### config.mk
export PLATFORM = sky130hd
export DESIGN_NAME = car_motion_ctrl
export DESIGN_NICKNAME = d
export VERILOG_FILES = /design/src/rtl/car_motion_ctrl.sv
export SDC_FILE = /design/constraint.sdc
export NUM_CORES = 1
export LEC_CHECK = 0
export CAP_MARGIN = 20
export CORE_MARGIN = 3
export CORE_UTILIZATION = 43
export CTS_CLUSTER_DIAMETER = 100
export DETAILED_ROUTE_END_ITERATION = 7
export PLACE_DENSITY = 0.71
export SYNTH_ARGS = -nofsm -noshare
export SYNTH_HDL_FRONTEND = slang
export SYNTH_SLANG_ARGS = --single-unit
### constraint.sdc
create_clock -name clk -period 3.4 [get_ports clk]
set_input_delay 0.68 -clock clk [delete_from_list [all_inputs] [get_ports clk]]
set_output_delay 0.68 -clock clk [all_outputs]
set_load 0.005 [all_outputs]
### src/rtl/car_motion_ctrl.sv
// Frame-synchronous car motion controller: synchronized, debounced buttons drive an
// accelerate/cruise/brake FSM that moves car_x once per frame with wall clamping.
module car_motion_ctrl #(
  parameter int X_MAX        = 590,
  parameter int X_INIT       = 0,
  parameter int MAX_SPEED    = 4,
  parameter int ACCEL_FRAMES = 8
) (
  input  logic       clk,
  input  logic       reset,
  input  logic       frame_tick,
  input  logic       btn_left,
  input  logic       btn_right,
  output logic [9:0] car_x,
  output logic [2:0] speed,
  output logic       dir,
  output logic [1:0] state,
  output logic       wall_hit
);

  // state | meaning
  // IDLE  | stopped, waiting for an accepted command
  // RUN   | moving, accelerating while the command matches dir
  // BRAKE | moving, shedding one speed step per frame
  typedef enum logic [1:0] {S_IDLE = 2'b00, S_RUN = 2'b01, S_BRAKE = 2'b10} state_t;
  typedef enum logic [1:0] {CMD_NONE = 2'b00, CMD_RIGHT = 2'b01, CMD_LEFT = 2'b10} cmd_t;

  localparam int CW = (ACCEL_FRAMES > 1) ? $clog2(ACCEL_FRAMES) : 1;
  localparam logic [CW-1:0] CNT_LAST = CW'(ACCEL_FRAMES - 1);
  localparam logic [CW-1:0] CNT_ONE  = CW'(1);
  localparam logic [9:0]    X_MAX_C  = 10'(X_MAX);
  localparam logic [9:0]    X_INIT_C = 10'(X_INIT);
  localparam logic [2:0]    SPD_MAX  = 3'(MAX_SPEED);

  logic [1:0]    sync_l_q, sync_r_q;
  cmd_t          raw_cmd;
  cmd_t          prev_cmd_q, prev_cmd_d, cmd_q, cmd_d;
  state_t        state_q, state_d;
  logic [9:0]    car_x_q, car_x_d;
  logic [2:0]    speed_q, speed_d;
  logic          dir_q, dir_d;
  logic [CW-1:0] accel_cnt_q, accel_cnt_d;
  logic          wall_hit_q, wall_hit_d;
  logic [10:0]   nx_right;
  logic          hit_right, hit_left, cmd_match;

  always_comb begin
    raw_cmd = CMD_NONE;
    case ({sync_l_q[1], sync_r_q[1]})
      2'b10:   raw_cmd = CMD_LEFT;
      2'b01:   raw_cmd = CMD_RIGHT;
      default: raw_cmd = CMD_NONE;
    endcase
  end

  assign nx_right  = {1'b0, car_x_q} + {8'b0, speed_q};
  assign hit_right = !dir_q && (nx_right >= {1'b0, X_MAX_C});
  assign hit_left  = dir_q && (car_x_q <= {7'b0, speed_q});
  assign cmd_match = dir_q ? (cmd_q == CMD_LEFT) : (cmd_q == CMD_RIGHT);

  always_comb begin
    prev_cmd_d  = prev_cmd_q;
    cmd_d       = cmd_q;
    state_d     = state_q;
    car_x_d     = car_x_q;
    speed_d     = speed_q;
    dir_d       = dir_q;
    accel_cnt_d = accel_cnt_q;
    wall_hit_d  = 1'b0;
    if (frame_tick) begin
      prev_cmd_d = raw_cmd;
      if (raw_cmd == prev_cmd_q) cmd_d = raw_cmd;
      // A wall clamp ends the move outright and takes priority over the FSM.
      if (state_q != S_IDLE && (hit_right || hit_left)) begin
        car_x_d    = dir_q ? 10'd0 : X_MAX_C;
        speed_d    = 3'd0;
        state_d    = S_IDLE;
        wall_hit_d = 1'b1;
      end else begin
        if (state_q != S_IDLE)
          car_x_d = dir_q ? (car_x_q - {7'b0, speed_q}) : nx_right[9:0];
        case (state_q)
          S_IDLE: begin
            if (cmd_q == CMD_RIGHT && car_x_q != X_MAX_C) begin
              state_d     = S_RUN;
              dir_d       = 1'b0;
              speed_d     = 3'd1;
              accel_cnt_d = '0;
            end else if (cmd_q == CMD_LEFT && car_x_q != 10'd0) begin
              state_d     = S_RUN;
              dir_d       = 1'b1;
              speed_d     = 3'd1;
              accel_cnt_d = '0;
            end
          end
          S_RUN: begin
            if (cmd_match) begin
              if (accel_cnt_q == CNT_LAST) begin
                accel_cnt_d = '0;
                if (speed_q < SPD_MAX) speed_d = speed_q + 3'd1;
              end else begin
                accel_cnt_d = accel_cnt_q + CNT_ONE;
              end
            end else begin
              state_d     = S_BRAKE;
              accel_cnt_d = '0;
            end
          end
          S_BRAKE: begin
            if (cmd_match) begin
              state_d     = S_RUN;
              accel_cnt_d = '0;
            end else if (speed_q <= 3'd1) begin
              speed_d = 3'd0;
              state_d = S_IDLE;
            end else begin
              speed_d = speed_q - 3'd1;
            end
          end
          default: state_d = S_IDLE;
        endcase
      end
    end
  end

  always_ff @(posedge clk) begin
    if (reset) begin
      sync_l_q    <= 2'b00;
      sync_r_q    <= 2'b00;
      prev_cmd_q  <= CMD_NONE;
      cmd_q       <= CMD_NONE;
      state_q     <= S_IDLE;
      car_x_q     <= X_INIT_C;
      speed_q     <= 3'd0;
      dir_q       <= 1'b0;
      accel_cnt_q <= '0;
      wall_hit_q  <= 1'b0;
    end else begin
      sync_l_q    <= {sync_l_q[0], btn_left};
      sync_r_q    <= {sync_r_q[0], btn_right};
      prev_cmd_q  <= prev_cmd_d;
      cmd_q       <= cmd_d;
      state_q     <= state_d;
      car_x_q     <= car_x_d;
      speed_q     <= speed_d;
      dir_q       <= dir_d;
      accel_cnt_q <= accel_cnt_d;
      wall_hit_q  <= wall_hit_d;
    end
  end

  assign car_x    = car_x_q;
  assign speed    = speed_q;
  assign dir      = dir_q;
  assign state    = state_q;
  assign wall_hit = wall_hit_q;

endmodule

Word level (Yosys, flattened, before mapping):

Index checks and enable logic that the tools add are counted.

* register bits: 28
* input bits: 5
* word-level logic and storage cells: 91
* output and inout bits: 17

* reductions and logical operators: 21
* bitwise logic cells: 2
* equal/unequal tests: 18
* mux-type cells: 31
* add/sub/neg operators: 5
* $lt $le $gt $ge: 4

Operators by type and width (count)
* $mux W10: 4
* $mux W3: 13
* $ne A3 B3 Y1 const B: 6
* $pmux W3 S3: 2
* $mux W2: 6
* $add A10 B3 Y11: 1
* $ge A11 B10 Y1 const B: 1
* $le A10 B3 Y1: 1
* $ne A10 B10 Y1 const B: 1
* $reduce_bool A10 Y1: 1
* $sub A10 B3 Y10: 1
* $ne A4 B4 Y1 const B: 2
* $reduce_and A4 Y1: 2
* $reduce_and A7 Y1: 1
* $add A3 B1 Y3 const B: 2
* $eq A2 B1 Y1 const B: 3
* $eq A2 B2 Y1 const B: 3
* $pmux W2 S3: 1
* $reduce_bool A2 Y1: 3
* $logic_and A1 B1 Y1: 5
* $reduce_and A5 Y1: 1
* $mux W1: 4
* $pmux W2 S2: 1
* $reduce_and A2 Y1: 2
* 13 further kinds: 14

Logic depth before layout (Yosys ltp):

Gate-level depths: netlist of run 1.

* depth in word-level cells: 7
* mapped depth: 10
* depth with buffers taken out: 10

Worst setup path before layout of run 1:

OpenSTA, ideal clock, no wires.

* kind: reg-to-reg
* start point: register speed_q[0] (netlist: speed[0])
* end point: register car_x_q[3] (netlist: car_x[3])
* required time: 3.280 ns
* path slack: 0.667 ns
* buffers on the path: 0
* library setup time: 0.120 ns
* cell stages (with the launch flop): 11
* data arrival time: 2.613 ns
* period minus slack after synthesis: 2.733 ns
* path through: dfxtp_1 -> ha_1 -> inv_1 -> fa_1 -> o21bai_1 -> a21oi_1 -> o21ai_0 -> a221oi_1 -> o211ai_1 -> a31o_2 -> a211o_1

* longest elaborated chain between the ends: 7
* elaborated cells on any way between the ends: 13
* classes of those cells: add/sub (2); order compare (2); mux (3); reduce/logical (6)

Ends and longest elaborated chain
* start, declared: line 40 `logic [2:0] speed_q, speed_d;`
* start signal, assigned: line 145 `speed_q <= speed_d;`
* $add A10 B3 Y11: line 56 `assign nx_right = {1'b0, car_x_q} + {8'b0, speed_q};`
* $ge A11 B10 Y1: line 57 `assign hit_right = !dir_q && (nx_right >= {1'b0, X_MAX_C});`
* $logic_and A1 B1 Y1: line 57
* $logic_or A1 B1 Y1: line 74 `if (state_q != S_IDLE && (hit_right || hit_left)) begin`
* $logic_and A1 B1 Y1: line 74
* $reduce_bool A2 Y1 (no source line)
* $reduce_and A2 Y1 (no source line)
* end signal, assigned: line 144 `car_x_q <= car_x_d;`
* end, declared: line 39 `logic [9:0] car_x_q, car_x_d;`

Parallel ways exist; a longest one is shown, timed or not. The select of a mux whose other input is x is not followed.
A chain may end at the register's enable or synchronous reset.

Worst setup path in the final report of run 1:

* start point: register speed_q[1] (netlist: speed[1])
* end point: register car_x_q[3] (netlist: car_x[3])

Same word-level chain as after synthesis.

==> metrics.yaml, run 1 <==
status: "finished, final reports clean"
final_net_count: 303
internal_power_mw: 0.540
synth_ff_type: "dfxtp_1"
insertion_delay_ns: 0.28
fin_crit_sh_pct: 89.7
power_density_mw_per_mm2: 287
p_leak_nw: 0.940
worstSetupEndpointType: "flip-flop"
layout-area-overhead-vs-synth_pct: 12.4
async_flop_share_pct: 0
n_antenna_cell: 0
grt_usage_pct: 17.2
worstMarginPinSlew_ns: 0.526
drv_slew: 0
r2r-end: "car_x[3]$_SDFFE_PP0P_"
clk_pin_slew_ns: 0.10
seqPwrFrac_pct: 50.1
fmax_mhz: 328
grt_pass1_vias: 1864
numCtsBuffers: 3
n_fill_cell: 454
synth_area_leaders: "dfxtp_1, ha_1, nor2_1, clkbuf_8, nand2_1"
synth_top_area_share_pct: 25.5
via_per_inst: 5.74
power_switching_share_pct: 23.8
gp_congestion: 0.898
critPathMaxFanout: 8
cts_buffer_depth: 2
comb_power_share_pct: 12.0
cp_data_arrival_time_ns: 3.23
drive_gt1_share_pct: 10.0
ios: 22
hpwl_mm: 3.72
reg2reg_depth: 9
num_vias: 1991
antenna_found_initial: 0
drtAntennaViolNets: 0
hp-start: "sync_r_q[0]$_SDFF_PP0_"
synth_common_cells: "dfxtp_1, nor2_1, nand2_1"
synth_edf_count: 0
setup_viol: 0
power.share.clock_pct: 37.8
initial_utilization_pct: 45.4
fin_crit_ns: 3.05
yosysMostFrequentCell: "dfxtp_1"
max-vdd-ir-drop_mv: 0.205
clock_sinks: 28
cts_tree: "built"
cts_max_level: 1
required_ns: 3.58
slew_headroom_pct: 64.7
syn_inst: 265
power.switching_mw: 0.169
syn_avg_cell_area_um2: 8.31
netlist_area_mm2: 0.00220
hold_end: "sync_r_q[1]$_SDFF_PP0_"
finalSetupTns_ns: 0
drc_errors: 0
ys_seq_area_share_pct: 25.5
drtIter0Drc: 133
skew_ns: 0.00465
r2r-start: "speed[1]$_SDFFE_PP0P_"
die_x_um: 77.6
ys_seq_elements: 28
syn_nets: 287
hp-class: "flip-flop to flip-flop"
routed_wl_mm: 4.99
start_kind: "flip-flop"
wl_per_cell_um: 14.4
min_path_cells: 1
path_class: "flip-flop to flip-flop"
grt_overflow: 0
rows: 25
hold_viol_final: 0
maxCapViolations: 0
synth_top_area_cell: "dfxtp_1"
root_buffer: "clkbuf_8"
die_y_um: 77.6
timing.final.ws_setup_ns: 0.349
ys_warn_count: 0
grt_max_degree: 17
dieArea_mm2: 0.00602
core-area_mm2: 0.00485
ys_types: 66
place_ws_ns: 0.346
port_buffers: 21
drtPass1Iterations: 4
r2r_setup_slack_ns: 0.35
grt_pass1_wl_mm: 8.49
rsz0062_at_grt: "false"
[power by group through the flow]
stage                     sequential (mW)  clock [mW]  combinational [mW]
after detailed placement            0.363           0              0.0843
after global placement              0.363           0              0.0839
final                               0.356       0.268              0.0854
after global routing                0.358       0.290              0.0936
after floorplan                     0.350           0              0.0768
after CTS                           0.355       0.280              0.0846
[layout by cell type, fill, tap and decap left out, drive strengths merged, types with 3 or more instances in the layout]
master	count
nand2b	9
o21a	4
nand4	4
a21oi	13
inv	14
o22ai	3
mux2i	7
buf	5
a221oi	3
nor3	8
nor4	5
nor2b	7
a22oi	5
nand2	19
a31oi	3
o21ai	15
or3	4
ha	15
clkbuf	3
o2bb2ai	3
a211oi	3
dfxtp	28
clkdlybuf4s50	21
nor2	24
nand3	11
[per-layer routing]
| layer | wire length, µm | GRT usage [%] | up-vias | share of wire (%) |
|---|---|---|---|---|
| met5 | 0 | 0 | - | 0 |
| met4 | 61 | 5.34 | 0 | 1.2 |
| li1 | - | - | 1003 | - |
| met3 | 309 | 2.90 | 7 | 6.2 |
| met1 | 2300 | 22.5 | 920 | 46 |
| met2 | 2330 | 28.8 | 61 | 47 |
[timing repair]
item	in CTS	in global routing
hold buffers	0	0
buffers inserted	0	0
endpoints found under the setup margin	0	2
resized for setup	0	1
[per-stage QoR]
| step | cells | power, mW | hold slack [ns] | instance area, µm² | util (%) |
|---|---|---|---|---|---|
| 2_1_floorplan | 265 | 0.427 | 0.414 | 2200 | - |
| 3_3_place_gp | 343 | 0.447 | 0.417 | 2400 | 49.4 |
| 3_5_place_dp | 343 | 0.447 | 0.434 | 2400 | 49.4 |
| 4_1_cts | 347 | 0.720 | 0.457 | 2470 | 50.9 |
| 5_1_grt | 347 | 0.742 | 0.468 | 2470 | 51.0 |
| 6_report | 347 | 0.709 | 0.451 | 2470 | 51.0 |
[worst max-delay path by stage]
stage                     startpoint                    end  slack (ns)
2_1_floorplan  speed[0]$_SDFFE_PP0P_  car_x[3]$_SDFFE_PP0P_        0.67
3_3_place_gp   speed[1]$_SDFFE_PP0P_  car_x[3]$_SDFFE_PP0P_        0.45
3_5_place_dp   speed[1]$_SDFFE_PP0P_  car_x[3]$_SDFFE_PP0P_        0.35
4_1_cts        speed[1]$_SDFFE_PP0P_  car_x[3]$_SDFFE_PP0P_        0.32
5_1_grt        speed[1]$_SDFFE_PP0P_  car_x[3]$_SDFFE_PP0P_        0.10
6_report       speed[1]$_SDFFE_PP0P_  car_x[3]$_SDFFE_PP0P_        0.35
[critical path: stages (launching register included)]
cell and delay (ns):
dfxtp_1 0.51, inv_1 0.17, fa_1 0.54, o21bai_2 0.29, mux2i_1 0.23, mux2i_1 0.10, or2_2 0.32, o21ai_0 0.39
nor4_1 0.14, a211o_1 0.26
[cells by family (layout without fill, tap and decap cells)]
| kind of cell | Yosys count | after routing | share of synthesized area (%) |
|---|---|---|---|
| simple gates | 106 | 106 | 26.5 |
| compound gates | 73 | 73 | 24.2 |
| buf+inv | 30 | 45 | 8.75 |
| flops | 28 | 28 | 25.5 |
| fa+ha+maj | 17 | 17 | 10.3 |
| mux | 7 | 7 | 3.18 |
| xor+xnor | 4 | 4 | 1.59 |
[layout make-up]
class | count | area, µm² | share of cell area (%)
multi-input combinational | 207 | 1460 | 58.8
clock buffer | 3 | 41.3 | 1.67
inverter | 15 | 56.3 | 2.28
sequential | 28 | 561 | 22.6
clock inverter | 1 | 30.0 | 1.21
timing repair buffer | 26 | 248 | 10.0
tap | 67 | 83.8 | 3.39
[flip-flops by register name, indices dropped and copies added, names as in the netlist]
signal,flops
wall_hit,1
state,2
sync_l_q,2
sync_r_q,2
dir,1
prev_cmd_q,2
cmd_q,2
accel_cnt_q,3
car_x,10
speed,3
No activity file was read; power rests on OpenSTA's default activity.
==> run 2, diff against run 1 <==
- CORE_ASPECT_RATIO: not set -> 0.6
==> run 2 against run 1 <==
  * Flip-flop and latch count did not move
  * Die area rose by 0.47%
  * Sequential share of layout area barely moved
  * Non-clock buffer count did not move
  * Clock skew rose by 0.0010 ns
  * Setup slack got worse by 0.055 ns
  * Fmax fell by 1.8%
  * Sequential power barely moved
  * Cell area fell by 0.20%
  * Worst hold slack got worse by 0.0061 ns
  * Power rose by 0.78%
  * Count of clock-buffer cells in the layout did not move
  * Critical path type unchanged
  * Largest power group unchanged
==> metrics.yaml, run 2 (synthesized netlist as in run 1, its figures left out) <==
report.power.total_mw: 0.715
status: "finished, final reports clean"
fmax_mhz: 322
drtPass1Iterations: 5
insertion_delay_ns: 0.28
via_per_inst: 5.92
hp-start: "sync_r_q[0]$_SDFF_PP0_"
path_common_cell: "mux2i_1"
worstMarginPinSlew_ns: 0.552
skew_ns: 0.00569
port_buffers: 21
start_kind: "flip-flop"
power_switching_share_pct: 24.3
worstSetupEndpointType: "flip-flop"
comb_power_share_pct: 12.2
slew_headroom_pct: 63.2
cts_max_level: 1
antenna_found_initial: 0
routed_wl_mm: 5.58
seqPwrFrac_pct: 50.0
place_ws_ns: 0.245
fin_crit_ns: 3.11
slowest_stage: "fa_1"
fin_worst_hold_slack_ns: 0.445
highest_layer: "met4"
fin_crit_sh_pct: 91.4
num_vias: 2031
critPathMaxFanout: 8
hpwl_mm: 4.19
clock_sinks: 28
drtIter0Drc: 164
drv_slew: 0
cts_tree: "built"
timing.final.ws_setup_ns: 0.294
layout-area-overhead-vs-synth_pct: 12.2
wl_met3_um: 537
cpPeakStageDelay_ns: 0.53
utilization_pct: 51.9
wl_per_cell_um: 16.3
grt_max_degree: 17
max-vdd-ir-drop_mv: 0.215
maxCapViolations: 0
rsz0062_at_grt: "false"
ios: 22
die_y_um: 61.4
power.switching_mw: 0.174
finalSetupTns_ns: 0
power_density_mw_per_mm2: 289
cts_buffer_depth: 2
n_fill_cell: 454
clk_pin_slew_ns: 0.10
final_net_count: 303
drive_gt1_share_pct: 10.0
initial_utilization_pct: 46.3
setup_viol: 0
hold_viol_final: 0
rows: 19
largest_reg_flops: 10
crit_start: "speed[1]$_SDFFE_PP0P_"
wl_met1_mm: 2.79
grt_overflow: 0
path_class: "flip-flop to flip-flop"
internal_power_mw: 0.541
drtAntennaViolNets: 0
grt_pass1_wl_mm: 9.03
root_buffer: "clkbuf_8"
r2r_setup_slack_ns: 0.29
numCtsBuffers: 3
grt_pass1_vias: 1825
n_antenna_cell: 0
gp_congestion: 0.884
grt_usage_pct: 18.9
dieArea_mm2: 0.00604
core-area_mm2: 0.00475
power.share.clock_pct: 37.7
final_cell_mix: "dfxtp_1, nor2_1, clkdlybuf4s50_1, nand2_1, ha_1"
wl_met2_mm: 2.22
required_ns: 3.58
r2r-start: "speed[1]$_SDFFE_PP0P_"
hp-class: "flip-flop to flip-flop"
path_cells: "inv_1, fa_1, o21bai_2, mux2i_1, mux2i_1, or2_2, o21ai_0, nor4_1, a211o_1"
drc_errors: 0
cp_data_arrival_time_ns: 3.29
p_leak_nw: 0.940
die_x_um: 98.4
final_common_cell: "dfxtp_1"
## run 2: cell counts in the layout (fill, tap and decap cells not counted)
Identical to the previous run, type by type.
## run 2: area by class of cell
cell class,count,area [µm²],area share [%]
timing repair buffer,26,248,10.0
clock inverter,1,30.0,1.22
sequential,28,561,22.7
multi-input combinational,207,1460,58.9
tap,63,78.8,3.19
clock buffer,3,41.3,1.67
inverter,15,56.3,2.28
## run 2: repair_timing
| item | in CTS | in global routing |
|---|---|---|
| buffers inserted | 0 | 0 |
| endpoints found under the hold margin | 0 | 0 |
| hold buffers | 0 | 0 |
| setup endpoints to repair | 0 | 2 |
| resized for setup | 0 | 1 |
## run 2: routing by layer
layer,GRT usage (%),vias up
met4,3.89,0
met2,27.7,81
met1,27.8,941
li1,-,1004
met3,5.43,5
met5,0,-
## run 2: through the flow
stage	instance area [µm²]	cells
after floorplan	2200	265
after global placement	2390	339
after detailed placement	2390	339
after CTS	2460	343
after global routing	2470	343
final	2470	343
## run 2: power by group through the flow
stage | logic (mW) | registers (mW) | clock network (mW)
floorplan | 0.0768 | 0.350 | 0
global placement | 0.0839 | 0.365 | 0
detailed placement | 0.0857 | 0.365 | 0
CTS | 0.0861 | 0.357 | 0.276
global route | 0.0970 | 0.359 | 0.289
finish | 0.0874 | 0.358 | 0.270
## run 2: worst paths after layout
check                                end  cells past startpoint
setup reg to reg   car_x[6]$_SDFFE_PP0P_                      9
hold reg to reg   sync_r_q[1]$_SDFF_PP0_                      1
hold / removal    sync_r_q[1]$_SDFF_PP0_                      1
setup / recovery   car_x[6]$_SDFFE_PP0P_                      9
## run 2: critical path, delay by kind of cell (launching register included)
family	cells	cell delay, ns
buffers and inverters	1	0.15
adders and majority gates	1	0.53
muxes	2	0.39
AOI/OAI and AO/OA	3	0.96
and+or+nand+nor	2	0.47
DFF	1	0.51
